`src/rtl/puf_pkg.sv`:
```
// puf_pkg: shared constants, state encoding and
// parameter sanity helpers for the PUF responder.
package puf_pkg;

  localparam int PUF_BLOCKS = 2;
  localparam int PUF_BITS   = 32 * PUF_BLOCKS;
  localparam int PUF_BYTES  = PUF_BITS / 8;
  localparam int PUF_ADDR_W = $clog2(PUF_BYTES);

  typedef enum logic [1:0] {
    WARMUP,
    SAMPLE,
    READY
  } puf_state_e;

  function automatic bit votes_ok(int v);
    return (v >= 1) && ((v % 2) == 1);
  endfunction

endpackage

```
`src/rtl/puf_array_responder_if.sv`:
```
// puf_array_responder_if: byte-read port between
// the key-generation reader and the PUF responder.
interface puf_array_responder_if #(
  parameter int ADDR_W = 3
);

  logic              puf_enable;
  logic [ADDR_W-1:0] puf_addr;
  logic [7:0]        puf_data;
  logic              puf_ready;

  modport master (
    output puf_enable,
    output puf_addr,
    input  puf_data,
    input  puf_ready
  );

  modport slave (
    input  puf_enable,
    input  puf_addr,
    output puf_data,
    output puf_ready
  );

endinterface

```
`src/rtl/tmv_voter.sv`:
```
// tmv_voter: temporal majority vote over VOTES
// consecutive raw samples of one PUF cell.
module tmv_voter #(
  parameter int VOTES = 5
) (
  input  logic clk,
  input  logic reset,
  input  logic sample_en,
  input  logic raw_bit,
  output logic bit_done,
  output logic voted_bit,
  output logic unstable
);

  localparam int CW = $clog2(VOTES + 1);

  logic [CW-1:0] vote_cnt;
  logic [CW-1:0] ones_cnt;
  logic [CW-1:0] ones_tot;

  // Vote result includes the sample of the current cycle
  always_comb begin
    ones_tot  = ones_cnt + CW'(raw_bit);
    bit_done  = sample_en &&
                (vote_cnt == CW'(VOTES - 1));
    voted_bit = ones_tot > CW'(VOTES / 2);
    unstable  = (ones_tot != '0) &&
                (ones_tot != CW'(VOTES));
  end

  // Accumulate samples, restart after each bit
  always_ff @(posedge clk) begin
    if (reset) begin
      vote_cnt <= '0;
      ones_cnt <= '0;
    end else if (bit_done) begin
      vote_cnt <= '0;
      ones_cnt <= '0;
    end else if (sample_en) begin
      vote_cnt <= vote_cnt + 1'b1;
      ones_cnt <= ones_tot;
    end
  end

endmodule

```
`src/rtl/puf_array_responder.sv`:
```
// puf_array_responder: warm up, enroll a voted PUF
// response, then serve registered byte reads.
module puf_array_responder
  import puf_pkg::*;
#(
  parameter int PUF_BLOCKS    = puf_pkg::PUF_BLOCKS,
  parameter int VOTES         = 5,
  parameter int WARMUP_CYCLES = 16
) (
  input  logic                      puf_clk,
  input  logic                      reset,
  puf_array_responder_if.slave      bus,
  input  logic                      raw_bit,
  input  logic                      resample,
  output logic [$clog2(32*PUF_BLOCKS+1)-1:0] unstable_count
);

  localparam int BITS  = 32 * PUF_BLOCKS;
  localparam int BYTES = BITS / 8;
  localparam int AW    = $clog2(BYTES);
  localparam int IW    = $clog2(BITS);
  localparam int UW    = $clog2(BITS + 1);
  localparam int WW    = $clog2(WARMUP_CYCLES + 1);

  if (!votes_ok(VOTES)) begin : g_bad_votes
    $error("VOTES must be odd and >= 1");
  end
  if (WARMUP_CYCLES < 1) begin : g_bad_warm
    $error("WARMUP_CYCLES must be >= 1");
  end

  puf_state_e    state_q;
  puf_state_e    state_d;
  logic [WW-1:0] warm_cnt;
  logic [IW-1:0] bit_idx;
  logic [7:0]    mem [BYTES];

  logic sample_en;
  logic bit_done;
  logic voted_bit;
  logic unstable;
  logic warm_end;
  logic last_bit;
  logic samp_start;
  logic in_range;

  assign sample_en  = (state_q == SAMPLE);
  assign warm_end   = (warm_cnt == WW'(WARMUP_CYCLES - 1));
  assign last_bit   = (bit_idx == IW'(BITS - 1));
  assign samp_start = (state_d == SAMPLE) &&
                      (state_q != SAMPLE);
  assign in_range   = {1'b0, bus.puf_addr} <
                      (AW + 1)'(BYTES);
  assign bus.puf_ready = (state_q == READY);

  tmv_voter #(
    .VOTES (VOTES)
  ) u_voter (
    .clk       (puf_clk),
    .reset     (reset),
    .sample_en (sample_en),
    .raw_bit   (raw_bit),
    .bit_done  (bit_done),
    .voted_bit (voted_bit),
    .unstable  (unstable)
  );

  // Next-state: warmup, enrollment, serve, re-enroll
  always_comb begin
    state_d = state_q;
    unique case (state_q)
      WARMUP: if (warm_end) state_d = SAMPLE;
      SAMPLE: if (bit_done && last_bit) state_d = READY;
      READY:  if (resample) state_d = SAMPLE;
      default: state_d = WARMUP;
    endcase
  end

  // State register
  always_ff @(posedge puf_clk) begin
    if (reset) state_q <= WARMUP;
    else       state_q <= state_d;
  end

  // Warmup, bit index and unstable-bit counters
  always_ff @(posedge puf_clk) begin
    if (reset) begin
      warm_cnt       <= '0;
      bit_idx        <= '0;
      unstable_count <= '0;
    end else begin
      if (state_q == WARMUP)
        warm_cnt <= warm_cnt + 1'b1;
      if (samp_start) begin
        bit_idx        <= '0;
        unstable_count <= '0;
      end else if (bit_done) begin
        bit_idx <= last_bit ? '0 : bit_idx + 1'b1;
        if (unstable && (unstable_count != UW'(BITS)))
          unstable_count <= unstable_count + 1'b1;
      end
    end
  end

  // Register file: voted bits land LSB first
  always_ff @(posedge puf_clk) begin
    if (reset) begin
      for (int i = 0; i < BYTES; i++) mem[i] <= '0;
    end else if (bit_done) begin
      mem[bit_idx[IW-1:3]][bit_idx[2:0]] <= voted_bit;
    end
  end

  // Read port: data only from a complete response
  always_ff @(posedge puf_clk) begin
    if (reset) begin
      bus.puf_data <= '0;
    end else if (bus.puf_enable) begin
      if ((state_q == READY) && in_range)
        bus.puf_data <= mem[bus.puf_addr];
      else
        bus.puf_data <= '0;
    end
  end

endmodule

```
`src/flat_wrapper.sv`:
```
// flat-port wrapper written by rule: the top's interface ports become plain ports
module puf_array_responder_flat import puf_pkg::*;
#(
  parameter int PUF_BLOCKS    = puf_pkg::PUF_BLOCKS,
  parameter int VOTES         = 5,
  parameter int WARMUP_CYCLES = 16
)
  (puf_clk, reset, raw_bit, resample, unstable_count, bus_puf_enable, bus_puf_addr, bus_puf_data, bus_puf_ready);
  puf_array_responder_if #(.ADDR_W(3)) bus_i ();
  input  logic puf_clk;
  input  logic reset;
  input  logic raw_bit;
  input  logic resample;
  output logic [$clog2(32*PUF_BLOCKS+1)-1:0] unstable_count;
  input wire logic [$bits(bus_i.puf_enable)-1:0] bus_puf_enable;
  input wire logic [$bits(bus_i.puf_addr)-1:0] bus_puf_addr;
  output wire logic [$bits(bus_i.puf_data)-1:0] bus_puf_data;
  output wire logic [$bits(bus_i.puf_ready)-1:0] bus_puf_ready;
  assign bus_i.puf_enable = bus_puf_enable;
  assign bus_i.puf_addr = bus_puf_addr;
  assign bus_puf_data = bus_i.puf_data;
  assign bus_puf_ready = bus_i.puf_ready;
  puf_array_responder #(.PUF_BLOCKS(PUF_BLOCKS), .VOTES(VOTES), .WARMUP_CYCLES(WARMUP_CYCLES)) u_core (.puf_clk(puf_clk), .reset(reset), .bus(bus_i), .raw_bit(raw_bit), .resample(resample), .unstable_count(unstable_count));
endmodule
```
`config.mk`:
```
export PLATFORM = sky130hd
export DESIGN_NAME = puf_array_responder_flat
export DESIGN_NICKNAME = d
export VERILOG_FILES = /design/src/rtl/puf_pkg.sv /design/src/rtl/puf_array_responder_if.sv /design/src/rtl/tmv_voter.sv /design/src/rtl/puf_array_responder.sv /design/src/flat_wrapper.sv
export SDC_FILE = /design/constraint.sdc
export NUM_CORES = 1
export LEC_CHECK = 0
export BUFFER_PORTS_ARGS = -buffer_cell sky130_fd_sc_hd__buf_2
export CAP_MARGIN = 20
export CORE_MARGIN = 2
export CORE_UTILIZATION = 55
export CTS_CLUSTER_DIAMETER = 120
export DETAILED_ROUTE_END_ITERATION = 8
export PLACE_DENSITY = 0.78
export SLEW_MARGIN = 0
export SYNTH_ARGS = -nofsm -noshare
export SYNTH_HDL_FRONTEND = slang
export SYNTH_SLANG_ARGS = --single-unit
export TNS_END_PERCENT = 20
```
`constraint.sdc`:
```
create_clock -name puf_clk -period 1.85 [get_ports puf_clk]
set_clock_uncertainty 0.05 [all_clocks]
set_input_delay 0.37 -clock puf_clk [delete_from_list [all_inputs] [get_ports puf_clk]]
set_output_delay 0.37 -clock puf_clk [all_outputs]
set_load 0.005 [all_outputs]
```
---- Word-level counts from Yosys, hierarchy flattened ----
Memory sizes are Yosys's and may differ from the RTL's.
Cells that the tools add are included.
Widths: inputs -> output; s select.
word-level totals
  register bits after elaboration ......... 34
  RAM bits ................................ 64
  output and inout bits ................... 16
  word-level logic and storage cells ...... 53
  memories kept ........................... 1
memory list
  memory      depth  bits a word  rd ports  clocked after Yosys merged registers in  write ports  RTL line                   source
  u_core.mem  8      8            1         0                                        8            puf_array_responder.sv:36  logic [7:0] mem [BYTES];
cells by class
  $add $sub $neg .......................... 5
  magnitude comparators ................... 3
  eq/ne operators ......................... 9
  multiplexer cells ....................... 16
  reduce and logical (&&, ||, !) cells .... 12
operators with widths
  operator             number
  $mux 8               4
  $reduce_or 8->1      1
  $add 7x1->7 const B  1
  $ne 7x7->1 const B   1
  $add 6x1->6 const B  1
  $eq 6x6->1 const B   1
  $logic_and 1x1->1    6
  $mux 2               3
  $mux 6               1
  $pmux 2 s3           1
  $add 5x1->5 const B  1
  $eq 5x4->1 const B   1
  $mux 1               5
  $eq 2x1->1 const B   2
  $lt 3x4->1 const B   1
  $reduce_or 2->1      2
  $add 3x1->3          1
  $add 3x1->3 const B  1
  $demux 1 s3          1
  $eq 3x3->1 const B   1
  $ge 3x1->1 const B   1
  $gt 3x2->1 const B   1
  $mux 3               1
  $ne 3x3->1 const B   1
  5 further kinds      5

---- Depth between registers and ports, before layout ----
  depth after elaboration ................. 8
  mapped depth ............................ 7

---- Cells and area by module ----
From an unflattened synthesis, not the netlist that was laid out.
second synthesis, totals
  cell total of the unflattened synthesis .. 473
  area, all modules ....................... 5079.9 um2
by module, submodules not included
  module               instances  cells an instance  area each (um2)
  puf_array_responder  1          434                4737.0
  tmv_voter            1          39                 342.8

---- Worst setup path after synthesis ----
Ideal clock, no wire load.
  path type ............................... register to register
  from .................................... register u_core.warm_cnt[0]
  to ...................................... register u_core.unstable_count[4]
  library setup time ...................... 0.059 ns
  arrival ................................. 1.923 ns
  required time ........................... 1.741 ns
  setup slack ............................. -0.182 ns
  stages on the path, launching flop included .. 8
  period minus slack after synthesis ...... 2.032 ns
  cells stage by stage .................... dfxtp_1 ha_1 and3_1 ha_1 mux2_2 a21o_1 or4_1 nand2_1
on the way
  longest elaborated chain between the ends .. 6
ends and longest elaborated chain
  what                              RTL line                    source
  from (decl)                       puf_array_responder.sv:34   logic [WW-1:0] warm_cnt;
  from (signal assigned)            puf_array_responder.sv:93   warm_cnt <= warm_cnt + 1'b1;
  $eq 5x4->1                        puf_array_responder.sv:48   assign warm_end = (warm_cnt == WW'(WARMUP_CYCLES - 1));
  $mux 2                            puf_array_responder.sv:72   WARMUP: if (warm_end) state_d = SAMPLE;
  $pmux 2 s3                        puf_array_responder.sv:71   unique case (state_q)
  $eq 2x1->1                        puf_array_responder.sv:50   assign samp_start = (state_d == SAMPLE) &&
  $logic_and 1x1->1                 puf_array_responder.sv:50
  $reduce_or 2->1 (no source line)  --
  to (signal assigned)              puf_array_responder.sv:100  unstable_count <= unstable_count + 1'b1;
  to (decl)                         puf_array_responder.sv:15   output logic [$clog2(32*PUF_BLOCKS+1)-1:0] unstable_count
Every way passes these cells.
A chain may end at the register's enable or synchronous reset.

---- Final worst setup path ----
  from .................................... register u_core.warm_cnt[1]
  to ...................................... register u_core.unstable_count[4]
Same word-level chain as after synthesis.

==> metrics.md <==
| Metric | Value |
|---|---|
| Die boundary width | `101 um` |
| Clock Sinks | `98` |
| Sequential cell area | `2610 um2` |
| Top cells by instance count after synthesis | `85 x sky130_fd_sc_hd__nor2_1, 64 x sky130_fd_sc_hd__edfxtp_1, 41 x sky130_fd_sc_hd__a21o_1` |
| Final estimated routing congestion in global placement | `0.802` |
| Max-Slew Margin vs Limit | `56.2%` |
| Largest family of logic cells by synthesized area | `simple AND/OR/NAND/NOR gates` |
| Number of iterations in the first detailed-routing pass | `5` |
| Wire length on met2 | `5970 um` |
| Cell variety after synth | `52` |
| Multi-input logic area | `2490 um2` |
| Clock insertion delay at the later pin of the skew report | `0.36 ns` |
| Fmax | `526 MHz` |
| Worst path bufs/invs | `0` |
| Most common cell in the synthesized netlist | `sky130_fd_sc_hd__nor2_1` |
| Max stage delay cell, worst path | `sky130_fd_sc_hd__or4_1` |
| DRC violations left | `0` |
| Number of pins exceeding their max-slew limit in the final report | `0` |
| Top Ports | `24` |
| Detail-routed via count per cell | `5.88` |
| Area enclosed by the die boundary | `10,100 um2` |
| Ratio of final minimum period to clock period | `103%` |
| Clock period minus worst slack | `1.90 ns` |
| Sw Pwr | `938 uW` |
| Post-placement setup slack | `-0.185 ns` |
| Fraction of the mapped netlist area in compound gates | `16.3%` |
| Worst setup path class | `reg2reg` |
| Post-synthesis sequential area ratio | `50.6%` |
| Effective utilization at floorplan | `56.2%` |
| Die H | `101 um` |
| Cell Area, Synth | `5140 um2` |
| Final core utilization | `67.3%` |
| Clock slew at the register clock pins of the worst setup and hold paths | `0.10 ns` |
| Area grow syn2layout | `19.8%` |
| Violations in the final reports | `negative setup slack` |
| Biggest area contributors in the synthesized netlist | `sky130_fd_sc_hd__edfxtp_1 37%, sky130_fd_sc_hd__dfxtp_1 13%, sky130_fd_sc_hd__nor2_1 6.2%, sky130_fd_sc_hd__a21o_1 6.0%, sky130_fd_sc_hd__mux4_2 3.5%` |
| Worst setup slack after layout | `-0.0526 ns` |
| Final-report hold violation count | `0` |
| Async set-or-reset flop fraction in the synthesized netlist | `0%` |
| Level count of the clock H-tree | `3` |
| Number of cells produced by synthesis | `484` |
| Total congestion overflow after global routing | `0` |
| Synthesized-area fraction occupied by and/or/nand/nor cells | `17.3%` |
| XOR/XNOR share of the synthesized area | `2.36%` |
| Highest routed metal layer | `met4` |
| Clock tree buffer depth | `2` |
| Clock buffers created by TritonCTS | `9` |
| Share of the synthesized area in the top cell type | `37.4%` |
| Part of the total power dissipated in the clock network | `34.6%` |
| Sum of routed wire length over all layers | `11,600 um` |
| Unrepaired setup endpoints after global routing | `yes` |
| Cell Area, Placed | `5720 um2` |
| Power Internal | `3.16 mW` |
| First-pass GRT wire length | `18,500 um` |
| Total negative setup slack | `-0.130 ns` |
| Number of antenna repair diodes | `0` |
| Endpoint type of the worst setup path | `flip-flop` |
| Cell seen most often among critical-path stages | `sky130_fd_sc_hd__ha_4` |
| Gate power share | `6.6%` |
| Count of synthesis-stage warnings from yosys | `0` |
| Post-DRT Antenna Nets | `0` |
| Iteration-0 DRC count of the detailed router | `269` |
| Synth Flop Type | `sky130_fd_sc_hd__edfxtp_1` |
| Number of synthesized flops with an enable pin | `64` |
| Largest net degree at the start of global routing | `52` |
| RR Startpoint | `u_core.warm_cnt[1]` |
| Sw frac | `22.9%` |
| Crit-path cells | `ha_4 > and3_4 > ha_4 > mux2_4 > a21o_1 > or4_1 > nand2_1` |
| Placeable core area | `9150 um2` |
| CP required | `2.11 ns` |
| Post-synthesis mux area share | `6.84%` |
| Input/output buffers | `23` |
| Max-cap viol count | `0` |
| Register-to-register path setup slack | `-0.05 ns` |
| Leakage power total | `2.41 nW` |
| Layout cell share with drive strength beyond 1 | `30.3%` |
| Placed wire-length estimate | `8350 um` |
| CP arrival | `2.16 ns` |
| Synthesis-stage register bit count | `98` |
| Setup Viol. Count Final | `4` |
| Critical path fanouts, max | `2` |
| Launching element of the worst setup path | `u_core.warm_cnt[1]` |
| Via count of the first global-routing pass | `3,873` |
| Mapped Avg Cell Area | `10.6 um2` |
| Power density cells | `665 nW/um2` |
| Nets@finish | `566` |
| Outcome | `finished, violations left` |
| Clk root buf | `sky130_fd_sc_hd__clkbuf_8` |
| Fill count | `666` |
| Worst-margin pin slew | `0.656 ns` |
| Routed met1 length | `4960 um` |
| Site row count | `35` |
| Global routing usage summed across all routing layers | `23.6%` |
| Critical path's largest stage delay | `0.40 ns` |
| Synthesized-area fraction occupied by adder cells | `2.19%` |
| Synthesized netlist net count | `501` |
| Initial antenna violation count | `0` |
| Finished Cell Area | `6160 um2` |
| Worst supply voltage drop on vdd | `0.000501 V` |
| Number of vias after detailed routing | `3,911` |
| Cell type contributing the most total cell area after synthesis | `sky130_fd_sc_hd__edfxtp_1` |
| Launch instance of the worst min-delay path | `resample` |
| Setup crit start kind | `flip-flop` |
| Type of the most critical hold path | `in2reg` |
| Gate family responsible for the most delay along the worst path | `simple AND/OR/NAND/NOR gates` |
| Clock tree from TritonCTS | `yes` |
| Routed wire per std cell | `17.5 um` |
| Metal3 WL | `562 um` |
| Portion of total power attributed to sequential cells | `58.8%` |
worst min-delay path, delay by kind of cell:
kind	cells	cell delay (ns)
compound gates	1	0.08
buf+inv	1	0.11
simple gates	1	0.11
cell families (layout without fill, tap and decap cells):
kind of cell / count (synthesis) / in the layout
AO/OA/AOI/OAI: 115 / 115
XOR/XNOR: 12 / 12
adder cells (fa/ha/maj): 9 / 9
buffers and inverters: 49 / 119
flip-flops: 98 / 98
multiplexers: 25 / 25
AND/OR/NAND/NOR: 176 / 176
placed cells by master, fill, tap and decap left out, drive strengths merged, types with 2 or more instances in the layout:
cell      count
a21o         41
a21oi        18
a22oi         9
and2          4
and3          2
buf          95
clkbuf       10
clkinvlp      2
dfxtp        34
edfxtp       64
ha            9
inv          10
mux2i        16
mux4          8
nand2        29
nand2b       19
nand3         2
nand3b        4
nand4         7
nor2         85
nor2b         4
nor3          5
nor3b         4
nor4          2
o211ai       10
o21ai         4
o21bai       24
o311ai        2
o31ai         2
o41ai         2
or3           2
or4           2
xnor2         6
xor2          5
power groups by stage:
stage / Clock (mW) / Sequential (mW) / Combinational, mW
after global placement: 0 / 2.45 / 0.249
after floorplan: 0 / 2.45 / 0.196
after global routing: 1.52 / 2.42 / 0.289
after detailed placement: 0 / 2.46 / 0.259
final: 1.42 / 2.41 / 0.269
after CTS: 1.43 / 2.41 / 0.263
state kept, by name, indices dropped and copies added (netlist names):
signal                   flops
u_core.mem                  64
u_core.bus.puf_data          8
u_core.unstable_count        7
u_core.bit_idx               6
u_core.warm_cnt              5
u_core.u_voter.ones_cnt      3
u_core.u_voter.vote_cnt      3
u_core.state_q               2
routing by layer:
layer / GRT usage [%] / vias to the layer above
met4: 8.54 / 0
met3: 2.84 / 10
li1: - / 1867
met2: 40.8 / 132
met1: 30.6 / 1902
met5: 0 / -
stage by stage:
stage,cells,hold WS (ns),power (mW)
after global placement,642,0.401,2.70
after CTS,659,0.250,4.11
after detailed placement,642,0.408,2.72
after floorplan,484,0.390,2.64
after global routing,665,0.252,4.23
final,665,0.292,4.10
layout make-up:
| class | count | area share [%] |
|---|---|---|
| clock buffer | 10 | 2.07 |
| clock inverter | 6 | 1.20 |
| inverter | 8 | 0.487 |
| multi-input combinational | 337 | 40.5 |
| sequential | 98 | 42.3 |
| tap | 111 | 2.25 |
| timing repair buffer | 95 | 11.2 |
path summary, 6_finish.rpt:
kind,cells after the start,endpoint
max,7,u_core.unstable_count[4]
min,3,u_core.state_q[0]
max reg2reg,7,u_core.unstable_count[4]
min reg2reg,2,u_core.bus.puf_data[4]
what timing repair did:
| item | 4_1_cts | 5_1_grt |
|---|---|---|
| hold buffers | 0 | 0 |
| cloned | 0 | 2 |
| setup endpoints to repair | 54 | 68 |
| setup buffers | 1 | 4 |
| pin swaps | 1 | 11 |
| resized for setup | 12 | 34 |
| hold endpoints to repair | 0 | 0 |
Power figures use the tool's default switching activity.
